**config.mk**
```make
export PLATFORM = sky130hd
export DESIGN_NAME = hazard_scoreboard_unit
export DESIGN_NICKNAME = d
export VERILOG_FILES = /design/src/rtl/hazard_scoreboard_unit.sv
export SDC_FILE = /design/constraint.sdc
export NUM_CORES = 1
export LEC_CHECK = 0
export ABC_AREA = 1
export CAP_MARGIN = 40
export CORE_MARGIN = 3
export CORE_UTILIZATION = 50
export DETAILED_ROUTE_END_ITERATION = 7
export PLACE_DENSITY = 0.67
export SYNTH_ARGS = -nofsm -noshare
export SYNTH_HDL_FRONTEND = slang
export SYNTH_SLANG_ARGS = --single-unit
```
**constraint.sdc**
```tcl
create_clock -name CLK -period 8.9 [get_ports CLK]
set_clock_uncertainty 0.2 [all_clocks]
set_input_delay 1.78 -clock CLK [delete_from_list [all_inputs] [get_ports CLK]]
set_output_delay 1.78 -clock CLK [all_outputs]
set_load 0.01 [all_outputs]
```
**src/rtl/hazard_scoreboard_unit.sv**
```systemverilog
// Pipeline hazard scoreboard: per-register latency countdowns drive stall/flush/freeze
// controls, with deferred mispredict flush, sticky halt and a saturating stall counter.
module hazard_scoreboard_unit #(
  parameter int REG_W   = 5,
  parameter int MAX_LAT = 3,
  parameter int FWD_EN  = 1,
  parameter int CNT_W   = 32,
  localparam int LAT_W  = $clog2(MAX_LAT + 1)
) (
  input  logic             CLK,
  input  logic             RST,
  input  logic             id_valid,
  input  logic [REG_W-1:0] id_rs,
  input  logic [REG_W-1:0] id_rt,
  input  logic             id_uses_rt,
  input  logic             id_wen,
  input  logic [REG_W-1:0] id_rd,
  input  logic [LAT_W-1:0] id_lat,
  input  logic             mispredict,
  input  logic             dmem_wait,
  input  logic             halt,
  output logic             pc_wen,
  output logic             stall_ifid,
  output logic             flush_ifid,
  output logic             flush_idex,
  output logic             freeze,
  output logic             halted,
  output logic [CNT_W-1:0] stall_count
);

  localparam int NREG = 2 ** REG_W;
  // Largest counter value whose result is already obtainable (register file or bypass).
  localparam logic [LAT_W-1:0] READY_MAX = (FWD_EN != 0) ? LAT_W'(1) : LAT_W'(0);

  logic [LAT_W-1:0] cnt_r [NREG];
  logic             pend_flush_r;
  logic             halted_r;
  logic [CNT_W-1:0] stall_count_r;

  logic flush_now_s;
  logic frozen_s;
  logic hz_s;
  logic issue_s;

  function automatic logic busy(input logic [REG_W-1:0] r, input logic [LAT_W-1:0] c);
    return (r != REG_W'(0)) && (c > READY_MAX);
  endfunction

  // Hazard detection on the ID instruction's source operands
  always_comb begin
    flush_now_s = mispredict | pend_flush_r;
    frozen_s    = halted_r | dmem_wait;
    hz_s        = id_valid & ~flush_now_s &
                  (busy(id_rs, cnt_r[id_rs]) | (id_uses_rt & busy(id_rt, cnt_r[id_rt])));
  end

  // Prioritised pipeline control outputs; issue only happens on a fully clean cycle
  always_comb begin
    pc_wen     = 1'b1;
    stall_ifid = 1'b0;
    flush_ifid = 1'b0;
    flush_idex = 1'b0;
    freeze     = 1'b0;
    issue_s    = 1'b0;
    if (halted_r) begin
      pc_wen = 1'b0;
      freeze = 1'b1;
    end else if (dmem_wait) begin
      pc_wen = 1'b0;
      freeze = 1'b1;
    end else if (flush_now_s) begin
      flush_ifid = 1'b1;
      flush_idex = 1'b1;
    end else if (hz_s) begin
      pc_wen     = 1'b0;
      stall_ifid = 1'b1;
      flush_idex = 1'b1;
    end else begin
      issue_s = id_valid & id_wen & (id_rd != REG_W'(0));
    end
  end

  // Per-register latency counters: reissue overrides the countdown
  always_ff @(posedge CLK or posedge RST) begin
    if (RST) begin
      for (int r = 0; r < NREG; r++) cnt_r[r] <= LAT_W'(0);
    end else if (!frozen_s) begin
      for (int r = 0; r < NREG; r++) begin
        if (issue_s && (id_rd == REG_W'(r))) begin
          cnt_r[r] <= id_lat;
        end else if (cnt_r[r] != LAT_W'(0)) begin
          cnt_r[r] <= cnt_r[r] - LAT_W'(1);
        end else begin
          cnt_r[r] <= cnt_r[r];
        end
      end
    end else begin
      for (int r = 0; r < NREG; r++) cnt_r[r] <= cnt_r[r];
    end
  end

  // Mispredicts seen under a memory freeze are held until the pipeline moves again
  always_ff @(posedge CLK or posedge RST) begin
    if (RST) begin
      pend_flush_r <= 1'b0;
    end else if (!frozen_s) begin
      pend_flush_r <= 1'b0;
    end else if (!halted_r && mispredict) begin
      pend_flush_r <= 1'b1;
    end else begin
      pend_flush_r <= pend_flush_r;
    end
  end

  // Sticky halt, cleared only by reset
  always_ff @(posedge CLK or posedge RST) begin
    if (RST) begin
      halted_r <= 1'b0;
    end else if (halt) begin
      halted_r <= 1'b1;
    end else begin
      halted_r <= halted_r;
    end
  end

  // Saturating count of stalled or frozen cycles, not counting the halted state
  always_ff @(posedge CLK or posedge RST) begin
    if (RST) begin
      stall_count_r <= CNT_W'(0);
    end else if ((freeze | stall_ifid) & ~halted_r & ~(&stall_count_r)) begin
      stall_count_r <= stall_count_r + CNT_W'(1);
    end else begin
      stall_count_r <= stall_count_r;
    end
  end

  assign halted      = halted_r;
  assign stall_count = stall_count_r;

endmodule

```
==> results of run 1 <==
==> worst max-delay path: stages <==
cell and delay [ns]:
clkdlybuf4s50_1 0.96, inv_2 0.16, o21ai_1 0.17, nand2_1 0.07
nand2_1 0.06, nand2_1 0.05, nor2_1 0.07, nand2_1 0.05
nand2_1 0.06, nand2_1 0.08, nand2_4 0.19, buf_16 0.32
nand2_4 0.09, inv_2 0.13, clkdlybuf4s50_1 0.55
==> layout by cell type (no fill, tap or decap), drive strengths merged <==
| cell type | synthesis | layout |
|---|---|---|
| a21oi | 42 | 42 |
| buf | 35 | 7 |
| clkbuf | 13 | 11 |
| ha | 33 | 33 |
| inv | 142 | 143 |
| a31oi | 1 | 1 |
| nand3 | 73 | 73 |
| nor3 | 34 | 34 |
| o211ai | 4 | 4 |
| clkinv | 2 | 4 |
| xnor2 | 6 | 6 |
| dfrtp | 98 | 98 |
| o21ai | 34 | 34 |
| nand3b | 1 | 1 |
| nor2 | 55 | 55 |
| clkinvlp | 0 | 1 |
| nand4 | 67 | 67 |
| nor4 | 8 | 8 |
| xor2 | 23 | 23 |
| nor3b | 1 | 1 |
| a21boi | 2 | 2 |
| clkdlybuf4s50 | 0 | 62 |
| nand2 | 543 | 543 |
| or2 | 2 | 2 |
==> metal layers <==
metal  vias up  wire length [µm]  GRT usage, %
met3        22              1272         4.417
met2       215              8722         36.29
met4         0               348         5.808
met5         -                 0             0
li1       3948                 -             -
met1      3394             10340         38.57
==> metrics by stage <==
stage	cell area (µm²)	instances	power, W	util, %
5_1_grt	8753	1466	0.001038	57.37
2_1_floorplan	7820	1219	0.0005680	-
6_report	8753	1466	0.0009901	57.37
4_1_cts	8753	1466	0.0009988	57.37
3_3_place_gp	8457	1450	0.0006225	55.42
3_5_place_dp	8484	1451	0.0006264	55.60
==> logic make-up after synthesis <==
group	count (synthesis)	synth area share [%]
AO/OA/AOI/OAI	83	5.664
XOR/XNOR	29	3.248
adder cells (fa/ha/maj)	33	5.280
buffers and inverters	192	10.98
flip-flops	98	31.36
AND/OR/NAND/NOR	784	43.47
==> synthesized netlist by cell type <==
cell type / count / area share (%)
nand2_1: 539 / 26
inv_1: 137 / 6.6
dfrtp_1: 98 / 31
nand4_1: 67 / 5.4
nand3_1: 61 / 3.9
nor2_1: 50 / 2.4
a21oi_1: 42 / 2.7
nor3_1: 34 / 2.2
ha_1: 33 / 5.3
xor2_1: 23 / 2.6
o21ai_1: 21 / 1.3
buf_6: 14 / 2.0
clkbuf_1: 13 / 0.62
nand3_2: 12 / 1.5
o21ai_0: 12 / 0.77
buf_1: 9 / 0.43
nor4_1: 7 / 0.56
buf_2: 6 / 0.38
buf_4: 6 / 0.58
xnor2_1: 6 / 0.67
inv_2: 4 / 0.19
o211ai_1: 4 / 0.38
nand2_4: 3 / 0.43
nor2_2: 3 / 0.24
a21boi_1: 2 / 0.19
clkinv_1: 2 / 0.096
or2_2: 2 / 0.16
a31oi_1: 1 / 0.080
inv_4: 1 / 0.080
nand2_2: 1 / 0.080
nand3b_1: 1 / 0.096
nor2_4: 1 / 0.14
nor2_8: 1 / 0.26
nor3b_1: 1 / 0.096
nor4_2: 1 / 0.16
o21ai_4: 1 / 0.21
==> registers in the layout (all words and copies together), names as in the netlist <==
signal,cells
pend_flush_r,1
stall_count,32
halted,1
cnt_r,64
==> power breakdown <==
group	internal (W)	total, W	leakage, nW	switching [W]
logic	0.0000552	0.000144	2.82	0.0000892
registers	0.000459	0.000474	1.34	0.0000152
clock network	0.000196	0.000372	0.132	0.000176
total	0.000710	0.000990	4.29	0.000280
==> area by class of cell <==
type	instances	share of cell area (%)
multi-input cells	929	51.74
flip-flops and latches	98	28.02
repair buffers	69	7.919
inverters	144	6.232
well taps	211	3.016
clock buffers	11	2.773
clock inverters	4	0.3002
==> worst paths after layout <==
kind,startpoint,to,slack (ns),depth (start not counted)
min in group asynchronous,RST,cnt_r[2],1.66,2
worst max-delay path,id_rs[0],pc_wen,2.09,15
worst min-delay path,cnt_r[56],cnt_r[56],0.28,2
worst max register to register,halted,cnt_r[25],5.30,9
max in group asynchronous,RST,cnt_r[53],5.71,3
worst min register to register,cnt_r[56],cnt_r[56],0.28,2
==> out/metrics.yaml, run 1 <==
global_routing:
  grt_pass1_wl_mm: 33.90
  antenna_found_initial: 0
  grt_max_degree: 82
  grt-ovfl-total: 0
  grt_pass1_vias: 6774
  track_usage_pct: 25.00
routing:
  vias: 7579
  finalWirelength_mm: 20.68
  dr.pass1.iters: 5
  routedWlPerCell_um: 14.11
  drc: 0
  ant_nets: 0
  vias_per_cell: 5.170
  drt_iter0_markers: 580
timing:
  period_share_pct: 76.55
  worst_slack_ns: 2.087
  finalCriticalPeriod_ns: 6.813
  slew_viol_final: 0
  finalHoldViolations: 0
  fin_setup_tns_ns: 0
  fmax_mhz: 146.8
  slew_headroom_pct: 43.87
  worstMarginPinSlew_ns: 0.8420
  hold-worst-slack_ns: 0.2781
  setup-violations-final: 0
  rsz0062_at_grt: "no"
clock_network:
  cts-htree-levels: 3
  cts_setup_buffers: 0
  cts_resized: 0
  worst_skew_pair.late_latency_ns: 0.36
  clkSlewWorstSetupHoldPaths_ns: 0.06
  cts_made_buffers: 9
  clockBufferDepth: 2
  cts.root.buffer_cell: "clkbuf_16"
  cts_tree: "yes"
  cts.sinks: 98
  cts_hold_buf: 0
cells_and_area:
  seqCellArea_um2: 2452
  n_fill_cell: 1534
  layout-drive-gt1-share_pct: 4.223
  area_growth_pct: 11.94
  final_nets: 1309
  n_antenna_cell: 0
  multi_input_area_um2: 4529
logic_synthesis:
  yosysWarnings: 0
  yosys_register_bits: 98
  syn_area_um2: 7820
  synth_nets: 1277
  ys_types: 36
  synth_area_per_cell_um2: 6.415
  synth_cells: 1219
  yosysSeqAreaShare_pct: 31.36
pwr:
  p_leak_nw: 4.287
  power_density_nw_per_um2: 113.1
  irDropWorstVdd_mv: 0.08433
flow_run:
  drv_cap: 0
worst_hold_path:
  hp-class: "flop to flop"
place:
  detailedPlace.worstSlack_ns: 2.114
  gp_congestion: 0.9134
  dp.final_hpwl_mm: 15.09
  portBuffers: 62
die:
  num_io_pins: 63
  die_height_um: 131.1
  die_x_um: 131.1
  start_util_pct: 51.25
  core_um2: 15260
  std_cell_rows: 45
  die_area_um2: 17180
setup_path:
  cp-start-kind: "input port"
  cp.arrival_ns: 4.83
  critPathKind: "input port to output pin"
  endpoint_kind: "output pin"
  worstPathRequired_ns: 6.92
  critPathMaxFanout: 81
run_status:
  status: "complete, no violations"
(Power assumes the default switching activity.)
==> run 2: changes to the inputs <==
clock period = 7.05 ns   (was 8.9 ns; I/O delays follow)
==> run 2 against run 1 <==
Against the previous run:
- core utilization grew 0.35 points
- sequential power grew 26%
- register-to-register slack worse by 1.4 ns
- flip-flop and latch count unchanged
- setup slack lost 0.82 ns
- via count barely moved
- non-clock buffer count up 2
- global-route usage up 0.34 points
- count of clock-buffer cells in the layout shrank 2
- worst hold slack better by 0.0034 ns
- largest power group unchanged
==> out/metrics.yaml, run 2 (synthesis gave the netlist of run 1 again) <==
cells_and_area:
  instances_no_fill: 1468  # +0.14%
  final_cell_mix: "nand2_1, inv_1, dfrtp_1"
  n_antenna_cell: 0  # unchanged
  layout-drive-gt1-share_pct: 4.455  # +0.23 points
  seqCellArea_um2: 2452  # unchanged
  largest_reg_flops: 64  # unchanged
  area_growth_pct: 12.62
  n_fill_cell: 1525  # -0.59%
  final_nets: 1311  # +0.15%
  layout_commonest_cell: "nand2_1"
  multi_input_area_um2: 4529  # unchanged
  largest_register: "cnt_r"
clock_network:
  cts-htree-levels: 3  # unchanged
  cts_setup_buffers: 0  # unchanged
  cts_tree: "yes"
  cts.root.buffer_cell: "clkbuf_16"
  clockBufferDepth: 2  # unchanged
  cts_resized: 0  # unchanged
  cts_made_buffers: 9  # unchanged
  clkSlewWorstSetupHoldPaths_ns: 0.07  # about the same
  cts_hold_buf: 0  # unchanged
  cts.sinks: 98  # unchanged
  worst_skew_pair.late_latency_ns: 0.35  # about the same
place:
  dp.final_hpwl_mm: 15.52  # +2.9%
  gp_congestion: 0.9117  # -0.19%
  dp_cells: 1453  # +0.14%
  portBuffers: 62  # unchanged
timing:
  slew_headroom_pct: 42.03  # -1.8 points
  period_share_pct: 82.04
  fmax_mhz: 172.9
  finalHoldViolations: 0  # unchanged
  rsz0062_at_grt: "no"
  setup-violations-final: 0  # unchanged
  slew_viol_final: 0  # unchanged
  fin_setup_tns_ns: 0  # unchanged
  finalCriticalPeriod_ns: 5.784
  worstMarginPinSlew_ns: 0.8696  # +0.02759 ns
global_routing:
  grt_pass1_vias: 6764  # -0.15%
  grt_max_degree: 66  # -20%
  antenna_found_initial: 0  # unchanged
  grt_pass1_wl_mm: 34.44  # +1.6%
  track_usage_pct: 25.34  # +0.34 points
  grt-ovfl-total: 0  # unchanged
worst_hold_path:
  hp-class: "flop to flop"
  hp-start: "cnt_r[14]"
  min_path_cells: 2  # unchanged
routing:
  routedWlPerCell_um: 14.53  # +3.0%
  finalWirelength_mm: 21.33  # +3.1%
  ant_nets: 0  # unchanged
  dr.pass1.iters: 5  # unchanged
  drt_iter0_markers: 633  # +9.1%
  vias_per_cell: 5.163  # -0.12%
  drc: 0  # unchanged
  vias: 7580  # +0.013%
die:
  std_cell_rows: 45  # unchanged
  num_io_pins: 63  # unchanged
  core_um2: 15260  # unchanged
  start_util_pct: 51.25  # unchanged
  die_x_um: 131.1  # unchanged
  die_height_um: 131.1  # unchanged
  die_area_um2: 17180  # unchanged
setup_path:
  endpoint_kind: "output pin"
  reg2reg_depth: 9  # unchanged
  worstPathRequired_ns: 5.44  # -1.48 ns
  critPathKind: "input port to output pin"
  crit_end: "pc_wen"
  rr_startpoint: "halted"
  critPathMaxFanout: 19  # -77%
  rr_endpoint: "cnt_r[17]"
  cp-start-kind: "input port"
  cp-startpoint: "id_rt[0]"
  r2r_slack_ns: 3.87  # -1.43 ns
  cp.arrival_ns: 4.17  # -0.66 ns
pwr:
  p_leak_nw: 4.310  # +0.53%
  irDropWorstVdd_mv: 0.1056  # +25%
  power_density_nw_per_um2: 150.2  # +33%
  power.total_w: 0.001323  # +34%
run_status:
  status: "complete, no violations"
flow_run:
  drv_cap: 0  # unchanged
[run 2: worst min-delay path by stage]
stage,to,slack [ns]
after floorplan,cnt_r[0],0.25
after global placement,cnt_r[11],0.26
after detailed placement,cnt_r[14],0.27
after CTS,cnt_r[8],0.28
after global routing,cnt_r[26],0.30
final,cnt_r[14],0.28
[run 2: area by class of cell]
class | count | share of cell area [%]
clock buffers | 9 | 2.557
flip-flops and latches | 98 | 27.84
multi-input cells | 929 | 51.43
well taps | 211 | 2.998
repair buffers | 71 | 7.956
inverters | 144 | 6.194
clock inverters | 6 | 1.023
[run 2: worst max-delay path, cell delays in order]
cell             delay (ns)
clkdlybuf4s50_1        0.78
inv_4                  0.33
nand2_1                0.09
nand3_1                0.07
nand2_1                0.06
nand2_1                0.06
nand2_1                0.05
inv_1                  0.04
nand2_1                0.05
nand2_1                0.06
nand2_1                0.05
nand2_1                0.05
nand2_1                0.08
nand2_4                0.22
nand2_4                0.09
inv_2                  0.13
clkdlybuf4s50_1        0.55
[run 2: layer usage]
metal / vias to the layer above / GRT usage [%] / share of wire, %
li1: 3960 / - / -
met1: 3407 / 38.79 / 50
met2: 190 / 37.84 / 43
met3: 23 / 3.444 / 5.8
met4: 0 / 5.989 / 1.6
met5: - / 0 / 0
[run 2: report_power, final]
part / leakage [nW] / internal [W] / switching [W]
clock network: 0.152 / 0.000311 / 0.000232
registers: 1.34 / 0.000579 / 0.0000188
logic: 2.82 / 0.0000691 / 0.000113
total: 4.31 / 0.000959 / 0.000364
[run 2: through the flow]
step	instance area [µm²]	utilization [%]	hold slack, ns	worst slack, ns
after global routing	8807	57.72	0.2989	1.018
final	8807	57.72	0.2815	1.266
after floorplan	7820	-	0.2488	2.688
after global placement	8492	55.65	0.2621	1.323
after CTS	8807	57.72	0.2838	1.289
after detailed placement	8492	55.65	0.2651	1.294
